$ cat src/rtl/power_switch_emu_pkg.sv
// Shared types and sizing helper for the power-switch emulator.
package power_switch_emu_pkg;

    typedef enum logic [1:0] {
        PWR_ON,
        PWR_RAMP_DOWN,
        PWR_OFF,
        PWR_RAMP_UP
    } pwr_state_e;

    // Wide enough to hold the larger latency minus one.
    function automatic int cnt_width(input int on_lat, input int off_lat);
        int max_lat;
        max_lat = (on_lat > off_lat) ? on_lat : off_lat;
        return $clog2(max_lat) + 1;
    endfunction

endpackage

$ cat src/rtl/power_switch_emu_domain.sv
// One power domain: ramp FSM, ramp counter and sticky isolation-error flag.
module power_switch_emu_domain
    import power_switch_emu_pkg::*;
#(
    parameter int ON_LATENCY  = 16,
    parameter int OFF_LATENCY = 16,
    parameter int CNT_W       = 5
) (
    input  logic clk_i,
    input  logic rst_i,
    input  logic switch_n_i,
    input  logic iso_n_i,
    input  logic err_clr_i,
    output logic switch_ack_n_o,
    output logic busy_o,
    output logic iso_err_o
);

    localparam logic [CNT_W-1:0] OFF_LOAD = CNT_W'(OFF_LATENCY - 1);
    localparam logic [CNT_W-1:0] ON_LOAD  = CNT_W'(ON_LATENCY - 1);

    pwr_state_e       state_q, state_d;
    logic [CNT_W-1:0] cnt_q, cnt_d;
    logic             err_set;
    logic             ack_n_q, busy_q, iso_err_q;

    always_comb begin
        state_d = state_q;
        cnt_d   = cnt_q;
        err_set = 1'b0;
        case (state_q)
            PWR_ON: begin
                if (switch_n_i) begin
                    state_d = PWR_RAMP_DOWN;
                    cnt_d   = OFF_LOAD;
                    err_set = iso_n_i;
                end
            end
            PWR_RAMP_DOWN: begin
                if (!switch_n_i)        state_d = PWR_ON;
                else if (cnt_q == '0)   state_d = PWR_OFF;
                else                    cnt_d   = cnt_q - CNT_W'(1);
            end
            PWR_OFF: begin
                if (!switch_n_i) begin
                    state_d = PWR_RAMP_UP;
                    cnt_d   = ON_LOAD;
                end
            end
            PWR_RAMP_UP: begin
                if (switch_n_i)         state_d = PWR_OFF;
                else if (cnt_q == '0)   state_d = PWR_ON;
                else                    cnt_d   = cnt_q - CNT_W'(1);
            end
            default: state_d = PWR_ON;
        endcase
    end

    // Outputs decode the next state so they line up with the state register.
    always_ff @(posedge clk_i) begin
        if (rst_i) begin
            state_q   <= PWR_ON;
            cnt_q     <= '0;
            ack_n_q   <= 1'b0;
            busy_q    <= 1'b0;
            iso_err_q <= 1'b0;
        end else begin
            state_q   <= state_d;
            cnt_q     <= cnt_d;
            ack_n_q   <= (state_d == PWR_OFF) || (state_d == PWR_RAMP_UP);
            busy_q    <= (state_d == PWR_RAMP_DOWN) || (state_d == PWR_RAMP_UP);
            iso_err_q <= err_set | (iso_err_q & ~err_clr_i);
        end
    end

    assign switch_ack_n_o = ack_n_q;
    assign busy_o         = busy_q;
    assign iso_err_o      = iso_err_q;

endmodule

$ cat src/rtl/power_switch_emu.sv
// Behavioural power-switch emulator: fans the request buses out to one
// independent ramp FSM per power domain.
module power_switch_emu
    import power_switch_emu_pkg::*;
#(
    parameter int NUM_DOMAINS = 3,
    parameter int ON_LATENCY  = 16,
    parameter int OFF_LATENCY = 16,
    parameter int CNT_W       = cnt_width(ON_LATENCY, OFF_LATENCY)
) (
    input  logic                   clk_i,
    input  logic                   rst_i,
    input  logic [NUM_DOMAINS-1:0] switch_n_i,
    input  logic [NUM_DOMAINS-1:0] iso_n_i,
    input  logic                   err_clr_i,
    output logic [NUM_DOMAINS-1:0] switch_ack_n_o,
    output logic [NUM_DOMAINS-1:0] busy_o,
    output logic [NUM_DOMAINS-1:0] iso_err_o
);

    for (genvar d = 0; d < NUM_DOMAINS; d++) begin : g_domain
        power_switch_emu_domain #(
            .ON_LATENCY  (ON_LATENCY),
            .OFF_LATENCY (OFF_LATENCY),
            .CNT_W       (CNT_W)
        ) u_domain (
            .clk_i          (clk_i),
            .rst_i          (rst_i),
            .switch_n_i     (switch_n_i[d]),
            .iso_n_i        (iso_n_i[d]),
            .err_clr_i      (err_clr_i),
            .switch_ack_n_o (switch_ack_n_o[d]),
            .busy_o         (busy_o[d]),
            .iso_err_o      (iso_err_o[d])
        );
    end

endmodule

$ cat config.mk
export PLATFORM = sky130hd
export DESIGN_NAME = power_switch_emu
export DESIGN_NICKNAME = d
export VERILOG_FILES = /design/src/rtl/power_switch_emu_pkg.sv /design/src/rtl/power_switch_emu_domain.sv /design/src/rtl/power_switch_emu.sv
export SDC_FILE = /design/constraint.sdc
export NUM_CORES = 1
export LEC_CHECK = 0
export ABC_CLOCK_PERIOD_IN_PS = 2600
export CORE_ASPECT_RATIO = 0.75
export CORE_MARGIN = 2
export CORE_UTILIZATION = 30
export CTS_CLUSTER_DIAMETER = 40
export DETAILED_ROUTE_END_ITERATION = 8
export PLACE_DENSITY = 0.51
export SYNTH_ARGS = -nofsm -noshare
export SYNTH_HDL_FRONTEND = slang
export SYNTH_SLANG_ARGS = --single-unit
$ cat constraint.sdc
create_clock -name clk_i -period 2.6 [get_ports clk_i]
set_input_delay 0.52 -clock clk_i [delete_from_list [all_inputs] [get_ports clk_i]]
set_output_delay 0.52 -clock clk_i [all_outputs]
set_load 0.005 [all_outputs]
==> impl_metrics.prom, run 1 <==
# TYPE chip_impl_metric gauge
chip_impl_info{name="outcome",value="complete, no violations"} 1
chip_impl_metric{name="timing_worst_slew_pin_value",unit="ps"} 660.8
chip_impl_metric{name="first_global_vias",unit=""} 961
chip_impl_metric{name="cp_max_fo",unit=""} 9
chip_impl_info{name="root_buffer",value="clkbuf_8"} 1
chip_impl_metric{name="max_freq",unit="GHz"} 0.5282
chip_impl_info{name="cp-startpoint",value="g_domain[2].u_domain.state_q[0]"} 1
chip_impl_metric{name="synthesis_warnings",unit=""} 0
chip_impl_info{name="start_kind",value="flip-flop"} 1
chip_impl_info{name="clock_tree_from_tritoncts",value="built"} 1
chip_impl_metric{name="mean_number_of_vias_per_cell",unit=""} 4.779
chip_impl_metric{name="cts_resized",unit=""} 0
chip_impl_metric{name="critical_path_required",unit="ps"} 2080
chip_impl_metric{name="setup_viol",unit=""} 0
chip_impl_metric{name="post-route-period-util",unit="%"} 72.82
chip_impl_metric{name="route.antenna.remaining_nets",unit=""} 0
chip_impl_metric{name="drc_errors",unit=""} 0
chip_impl_metric{name="seq_area_frac_synth",unit="%"} 40.00
chip_impl_metric{name="largest_vdd_supply_drop",unit="V"} 0.0002236
chip_impl_metric{name="synth.distinct_cells",unit=""} 32
chip_impl_metric{name="synthToLayoutAreaGrowth",unit="%"} 16.30
chip_impl_metric{name="antennaDiodeCount",unit=""} 0
chip_impl_metric{name="finalClockSkew",unit="ps"} 5.905
chip_impl_info{name="highest_delay_cell_along_the_critical_path",value="clkdlybuf4s50_1"} 1
chip_impl_metric{name="portBuffers",unit=""} 17
chip_impl_metric{name="drt_wl_total",unit="um"} 2513
chip_impl_metric{name="place_hpwl",unit="um"} 1880
chip_impl_info{name="synth.top_cells.by_area",value="dfxtp_1 (40%), nor2_1 (6.7%), ha_1 (5.6%)"} 1
chip_impl_metric{name="final_max_slew_viol_count",unit=""} 0
chip_impl_metric{name="iteration_count_of_the_initial_detailed_routing_pass",unit=""} 4
chip_impl_metric{name="syn_nets",unit=""} 165
chip_impl_metric{name="coreArea",unit="um2"} 4388
chip_impl_metric{name="cts_max_level",unit=""} 1
chip_impl_metric{name="cts_made_buffers",unit=""} 3
chip_impl_metric{name="place.detailed.instances",unit=""} 213
chip_impl_metric{name="cap_violations",unit=""} 0
chip_impl_metric{name="post-cts-setup-buffer-count",unit=""} 0
chip_impl_metric{name="vias",unit=""} 1037
chip_impl_info{name="timing.hold.worst.class",value="flip-flop to flip-flop"} 1
chip_impl_metric{name="cts.sinks",unit=""} 27
chip_impl_info{name="top_cell_family_by_delay_on_the_critical_path",value="buffers and inverters"} 1
chip_impl_info{name="crit-reg2reg-launch",value="g_domain[1].u_domain.cnt_q[0]"} 1
chip_impl_metric{name="die-height",unit="um"} 62.12
chip_impl_metric{name="synth.ff_latch_count",unit=""} 27
chip_impl_metric{name="pwr_density_cell",unit="nW/um2"} 582.5
chip_impl_info{name="unrepaired_setup_endpoints_after_global_routing",value="false"} 1
chip_impl_metric{name="grt.overflow.total",unit=""} 0
chip_impl_metric{name="wl_per_cell",unit="um"} 11.58
chip_impl_metric{name="initial_cell_density_of_the_core",unit="%"} 30.80
chip_impl_metric{name="die-area",unit="um2"} 5062
chip_impl_info{name="synth_area_leader_cell",value="dfxtp_1"} 1
chip_impl_metric{name="critPathBufInv",unit=""} 1
chip_impl_metric{name="synthDominantCellAreaShare",unit="%"} 40.00
chip_impl_metric{name="final_critical_delay_including_setup_and_external_delays",unit="ps"} 1893
chip_impl_info{name="synth_ff_type",value="dfxtp_1"} 1
chip_impl_metric{name="timing.final.hold_violations",unit=""} 0
chip_impl_metric{name="syn_inst",unit=""} 150
chip_impl_metric{name="remaining_max_slew_budget_at_the_tightest_pin",unit="%"} 55.81
chip_impl_metric{name="grt_antenna_before_repair",unit=""} 0
chip_impl_metric{name="post_route_cells_drive_above_1_share",unit="%"} 10.63
chip_impl_metric{name="fp.dieW",unit="um"} 81.50
chip_impl_metric{name="async_reset_ff_share",unit="%"} 0
chip_impl_metric{name="clock_edge_transition_at_the_registers_on_the_reported_setup_and_hold_paths",unit="ps"} 90
chip_impl_metric{name="finish.cell_count_without_fillers",unit=""} 217
chip_impl_metric{name="crit_path_max_incr_delay",unit="ps"} 570
chip_impl_metric{name="synthesis.area_per_instance",unit="um2"} 9.009
chip_impl_metric{name="cts_buffer_depth",unit=""} 2
chip_impl_info{name="path_class",value="flip-flop to output pin"} 1
chip_impl_info{name="critPathCaptureType",value="output pin"} 1
chip_impl_metric{name="postCtsHoldBufs",unit=""} 0
chip_impl_metric{name="first_drt_iteration_drcs",unit=""} 96
chip_impl_metric{name="grt_start_max_net_pins",unit=""} 18
chip_impl_info{name="crit_chain",value="clkdlybuf4s50_1"} 1
chip_impl_metric{name="std_cell_rows",unit=""} 21
chip_impl_metric{name="number_of_enable_flip_flop_cells_after_synthesis",unit=""} 0
chip_impl_metric{name="grt_first_pass_wirelength",unit="um"} 4395
chip_impl_metric{name="final_total_power",unit="uW"} 915.3
chip_impl_metric{name="worstPathArrival",unit="ps"} 1370
chip_impl_metric{name="mappedNetlistArea",unit="um2"} 1351
chip_impl_metric{name="setup_tns",unit="ps"} 0
chip_impl_metric{name="clk-insertion-delay-late",unit="ps"} 270
chip_impl_info{name="worst_hold_startpoint",value="g_domain[0].u_domain.cnt_q[4]"} 1
chip_impl_metric{name="power.leakage",unit="nW"} 0.6012
chip_impl_metric{name="design.final.nets",unit=""} 176
chip_impl_metric{name="placer_congestion_estimate",unit=""} 0.7906
chip_impl_metric{name="io_pins",unit=""} 18
chip_impl_metric{name="gr-usage-all-layers",unit="%"} 11.10
-- worst paths after layout --
check / endpoint / cells past startpoint / slack, ps
hold / removal: g_domain[0].u_domain.cnt_q[4] / 2 / 500
setup reg to reg: g_domain[1].u_domain.cnt_q[0] / 6 / 1070
hold reg to reg: g_domain[0].u_domain.cnt_q[4] / 2 / 500
setup / recovery: busy_o[2] / 1 / 710
-- where the power goes --
part	internal, mW	total (mW)	switching (mW)
clock network	0.107	0.236	0.129
logic	0.0930	0.191	0.0976
registers	0.448	0.489	0.0408
-- layout make-up --
class | instances | area [um2]
Sequential cell | 27 | 540.5
Multi-Input combinational cell | 101 | 694.4
Clock inverter | 1 | 5.005
Tap cell | 57 | 71.32
Fill cell | 449 | 2816
Inverter | 9 | 33.78
Timing Repair Buffer | 19 | 185.2
Clock buffer | 3 | 41.29
-- layer usage --
metal	global-route usage (%)	share of wire [%]
met2	17.32	47
met4	3.814	0.72
met1	14.27	48
met5	0	0
met3	3.634	3.7
-- per-stage QoR --
stage,setup WS [ps],area [um2],hold WS (ps),utilization (%)
finish,706.8,1572,497.9,35.81
global route,604.7,1572,534.4,35.81
CTS,680.6,1572,500.3,35.81
detailed placement,632.2,1525,483.5,34.76
global placement,624.8,1525,471.9,34.76
floorplan,1221,1351,457.9,-
-- kinds of logic after synthesis --
logic type,count (synthesis),synth area share (%)
compound gates,31,17.32
fa+ha+maj,6,5.555
buf+inv,22,8.610
mux,3,2.222
flops,27,40.00
simple gates,57,22.59
xor+xnor,4,3.704
-- flip-flops by register name (all words and copies together), names as in the netlist --
signal and count:
g_domain.u_domain.cnt_q 15, g_domain.u_domain.state_q 6, g_domain.u_domain.iso_err_o 3, g_domain.u_domain.switch_ack_n_o 3
-- cells in the mapped netlist (2+ instances only) --
| cell | instances |
|---|---|
| buf_4 | 9 |
| a21oi_1 | 7 |
| o31ai_2 | 2 |
| a211oi_2 | 2 |
| xor2_2 | 2 |
| a211oi_1 | 5 |
| inv_1 | 9 |
| and3_1 | 3 |
| nor2_1 | 24 |
| dfxtp_1 | 27 |
| nor4bb_1 | 2 |
| o31a_1 | 2 |
| nand4b_1 | 2 |
| a311oi_1 | 3 |
| nand3b_2 | 2 |
| nand2_1 | 3 |
| o21ai_0 | 6 |
| ha_1 | 6 |
| nor2b_1 | 3 |
| nand3_1 | 9 |
| o32ai_1 | 2 |
| mux2i_1 | 3 |
| nor3_1 | 5 |
| clkbuf_1 | 4 |
-- cells in the final DEF (no fill, tap or decap), types with 2 or more instances in the layout --
cell type / n
a211oi_2: 2
inv_1: 9
nand2_1: 3
clkbuf_8: 3
nor4bb_1: 2
and3_1: 3
mux2i_1: 3
nor2_1: 24
a21oi_1: 7
dfxtp_1: 27
o21ai_0: 6
a211oi_1: 5
clkdlybuf4s50_1: 17
o32ai_1: 2
nand4b_1: 2
ha_1: 6
o31ai_2: 2
a311oi_1: 3
nor2b_1: 3
o31a_1: 2
nor3_1: 5
nand3b_2: 2
nand3_1: 9
buf_4: 2
xor2_2: 2
(Power assumes the default switching activity.)
==> run 2, diff against run 1 <==
ABC_CLOCK_PERIOD_IN_PS = 1600   (was 2600)
PLACE_DENSITY = 0.52   (was 0.51)
clock period = 1.6 ns   (was 2.6 ns; I/O delays follow)
==> run 2 against run 1 <==
Sequential power rose by 61%. Total power rose by 67%. Final area rose by 5.1%. Critical path depth rose by 5. Combinational power rose by 83%. First-iteration DRC count fell by 60%. Setup slack got worse by 620 ps. Die area did not move. Clock power rose by 66%. Register-to-register slack got worse by 980 ps. Clock skew fell by 5.2 ps. Largest cell class unchanged.
==> impl_metrics.prom, run 2 (synthesized netlist as in run 1, its figures left out) <==
# TYPE chip_impl_metric gauge
chip_impl_info{name="outcome",value="complete, no violations"} 1
chip_impl_metric{name="global_route.usage.met1",unit="%"} 15.04
chip_impl_metric{name="initial_cell_density_of_the_core",unit="%"} 30.80
chip_impl_metric{name="clock_edge_transition_at_the_registers_on_the_reported_setup_and_hold_paths",unit="ps"} 90
chip_impl_metric{name="gr-usage-all-layers",unit="%"} 11.07
chip_impl_metric{name="fin_ws",unit="ps"} 89.39
chip_impl_info{name="root_buffer",value="clkbuf_8"} 1
chip_impl_metric{name="std_cell_rows",unit=""} 21
chip_impl_metric{name="setup_viol",unit=""} 0
chip_impl_metric{name="place_hpwl",unit="um"} 1872
chip_impl_metric{name="vias",unit=""} 1052
chip_impl_metric{name="max_freq",unit="GHz"} 0.6620
chip_impl_info{name="leading_cell_types_in_the_layout_fill_and_taps_excluded",value="dfxtp_1 (26), nor2_1 (24), clkdlybuf4s50_1 (17)"} 1
chip_impl_info{name="regToRegEndpoint",value="g_domain[1].u_domain.cnt_q[0]"} 1
chip_impl_metric{name="grt_first_pass_wirelength",unit="um"} 4436
chip_impl_info{name="max_flop_register",value="g_domain.u_domain.cnt_q"} 1
chip_impl_metric{name="cts_made_buffers",unit=""} 3
chip_impl_metric{name="synthToLayoutAreaGrowth",unit="%"} 22.22
chip_impl_info{name="path_class",value="flip-flop to flip-flop"} 1
chip_impl_metric{name="utilization",unit="%"} 37.64
chip_impl_metric{name="iteration_count_of_the_initial_detailed_routing_pass",unit=""} 4
chip_impl_metric{name="drt_wl_total",unit="um"} 2564
chip_impl_metric{name="hold-path-cell-count",unit=""} 2
chip_impl_info{name="timing.hold.worst.class",value="flip-flop to flip-flop"} 1
chip_impl_metric{name="place.detailed.instances",unit=""} 220
chip_impl_info{name="cp-startpoint",value="g_domain[1].u_domain.cnt_q[0]"} 1
chip_impl_metric{name="cts_max_level",unit=""} 1
chip_impl_metric{name="final_critical_delay_including_setup_and_external_delays",unit="ps"} 1511
chip_impl_metric{name="cap_violations",unit=""} 0
chip_impl_metric{name="wl_per_cell",unit="um"} 11.40
chip_impl_metric{name="final_area",unit="um2"} 1652
chip_impl_metric{name="met2_routing_resource_usage_after_global_routing",unit="%"} 16.39
chip_impl_metric{name="worstPathArrival",unit="ps"} 1710
chip_impl_metric{name="power.leakage",unit="nW"} 0.6391
chip_impl_metric{name="cp_max_fo",unit=""} 5
chip_impl_metric{name="first_drt_iteration_drcs",unit=""} 38
chip_impl_metric{name="worstRegToRegCells",unit=""} 6
chip_impl_metric{name="remaining_max_slew_budget_at_the_tightest_pin",unit="%"} 72.34
chip_impl_metric{name="timing_worst_slew_pin_value",unit="ps"} 412.5
chip_impl_metric{name="grt_start_max_net_pins",unit=""} 30
chip_impl_metric{name="rrSetupSlack",unit="ps"} 90
chip_impl_metric{name="antennaDiodeCount",unit=""} 0
chip_impl_metric{name="mean_number_of_vias_per_cell",unit=""} 4.676
chip_impl_metric{name="post-route-period-util",unit="%"} 94.41
chip_impl_metric{name="placer_congestion_estimate",unit=""} 0.8195
chip_impl_metric{name="setup_tns",unit="ps"} 0
chip_impl_metric{name="io_pins",unit=""} 18
chip_impl_metric{name="finalClockSkew",unit="ps"} 0.7403
chip_impl_metric{name="die-area",unit="um2"} 5062
chip_impl_metric{name="postPlaceCellArea",unit="um2"} 1590
chip_impl_metric{name="route.antenna.remaining_nets",unit=""} 0
chip_impl_metric{name="postCtsHoldBufs",unit=""} 0
chip_impl_metric{name="cts.sinks",unit=""} 27
chip_impl_metric{name="finish.cell_count_without_fillers",unit=""} 225
chip_impl_metric{name="cts_buffer_depth",unit=""} 2
chip_impl_info{name="grt.busiest_layer",value="met2"} 1
chip_impl_metric{name="critical_path_required",unit="ps"} 1800
chip_impl_info{name="largestRegisters",value="g_domain.u_domain.cnt_q x15, g_domain.u_domain.state_q x6"} 1
chip_impl_metric{name="largest_vdd_supply_drop",unit="V"} 0.0004645
chip_impl_metric{name="die-height",unit="um"} 62.12
chip_impl_metric{name="grt.overflow.total",unit=""} 0
chip_impl_metric{name="first_global_vias",unit=""} 1011
chip_impl_metric{name="largest_register_ffs",unit=""} 15
chip_impl_metric{name="portBuffers",unit=""} 17
chip_impl_info{name="mostFrequentLayoutCell",value="dfxtp_1"} 1
chip_impl_metric{name="clk-insertion-delay-late",unit="ps"} 270
chip_impl_metric{name="pwr_density_cell",unit="nW/um2"} 925.4
chip_impl_metric{name="dpl_worst_slack",unit="ps"} -133.7
chip_impl_metric{name="timing.final.hold_violations",unit=""} 0
chip_impl_info{name="unrepaired_setup_endpoints_after_global_routing",value="false"} 1
chip_impl_info{name="cp-endpoint",value="g_domain[1].u_domain.cnt_q[0]"} 1
chip_impl_metric{name="grt_antenna_before_repair",unit=""} 0
chip_impl_metric{name="drc_errors",unit=""} 0
chip_impl_metric{name="design.final.nets",unit=""} 184
chip_impl_metric{name="final_max_slew_viol_count",unit=""} 0
chip_impl_metric{name="fp.dieW",unit="um"} 81.50
chip_impl_info{name="critPathCaptureType",value="flip-flop"} 1
chip_impl_metric{name="coreArea",unit="um2"} 4388
chip_impl_info{name="clock_tree_from_tritoncts",value="built"} 1
chip_impl_info{name="crit-reg2reg-launch",value="g_domain[1].u_domain.cnt_q[0]"} 1
chip_impl_metric{name="grtUsageMet3",unit="%"} 3.924
chip_impl_metric{name="post_route_cells_drive_above_1_share",unit="%"} 17.26
chip_impl_info{name="start_kind",value="flip-flop"} 1
[run 2: critical path, cell delays in order, from the launching register on]
cell      delay (ps)
dfxtp_1          340
inv_2             80
ha_2             190
nand3b_2          90
o31a_1           340
and3_1           210
a211oi_2         180
[run 2: report_power, final]
part	switching (mW)	internal [mW]	leakage [nW]
sequential	0.0605	0.728	0.223
clock	0.212	0.178	0.0228
combinational	0.173	0.176	0.393
total	0.446	1.08	0.639
[run 2: cell type report]
type | instances | area, um2
fill | 433 | 2736
multi-input combinational | 101 | 699.4
sequential | 27 | 544.3
tap | 57 | 71.32
inverter | 9 | 33.78
timing repair buffer | 27 | 257.7
clock buffer | 4 | 45.04
[run 2: how the worst min path moves through the flow]
stage	start	endpoint	slack, ps
5_1_grt	g_domain[1].u_domain.cnt_q[4]	g_domain[1].u_domain.cnt_q[4]	520
3_3_place_gp	g_domain[1].u_domain.iso_err_o	g_domain[1].u_domain.iso_err_o	470
4_1_cts	g_domain[1].u_domain.cnt_q[4]	g_domain[1].u_domain.cnt_q[4]	500
2_1_floorplan	g_domain[1].u_domain.iso_err_o	g_domain[1].u_domain.iso_err_o	460
3_5_place_dp	g_domain[0].u_domain.iso_err_o	g_domain[0].u_domain.iso_err_o	480
6_report	g_domain[1].u_domain.cnt_q[4]	g_domain[1].u_domain.cnt_q[4]	500
[run 2: stage by stage]
step	hold slack [ps]	power (mW)
floorplan	457.9	1.030
global placement	468.2	1.135
detailed placement	481.9	1.148
CTS	499.8	1.533
global route	515.5	1.624
finish	495.9	1.528
[run 2: repair_timing]
action | 4_1_cts | 5_1_grt
resized for setup | 1 | 5
pin swaps | 0 | 2
endpoints found under the setup margin | 1 | 4
setup buffers | 0 | 1
[run 2: per-layer routing]
layer / part of all wire, % / routed length (um)
met5: 0 / 0
met2: 43 / 1102
met4: 1.1 / 29
met1: 52 / 1322
met3: 4.3 / 110
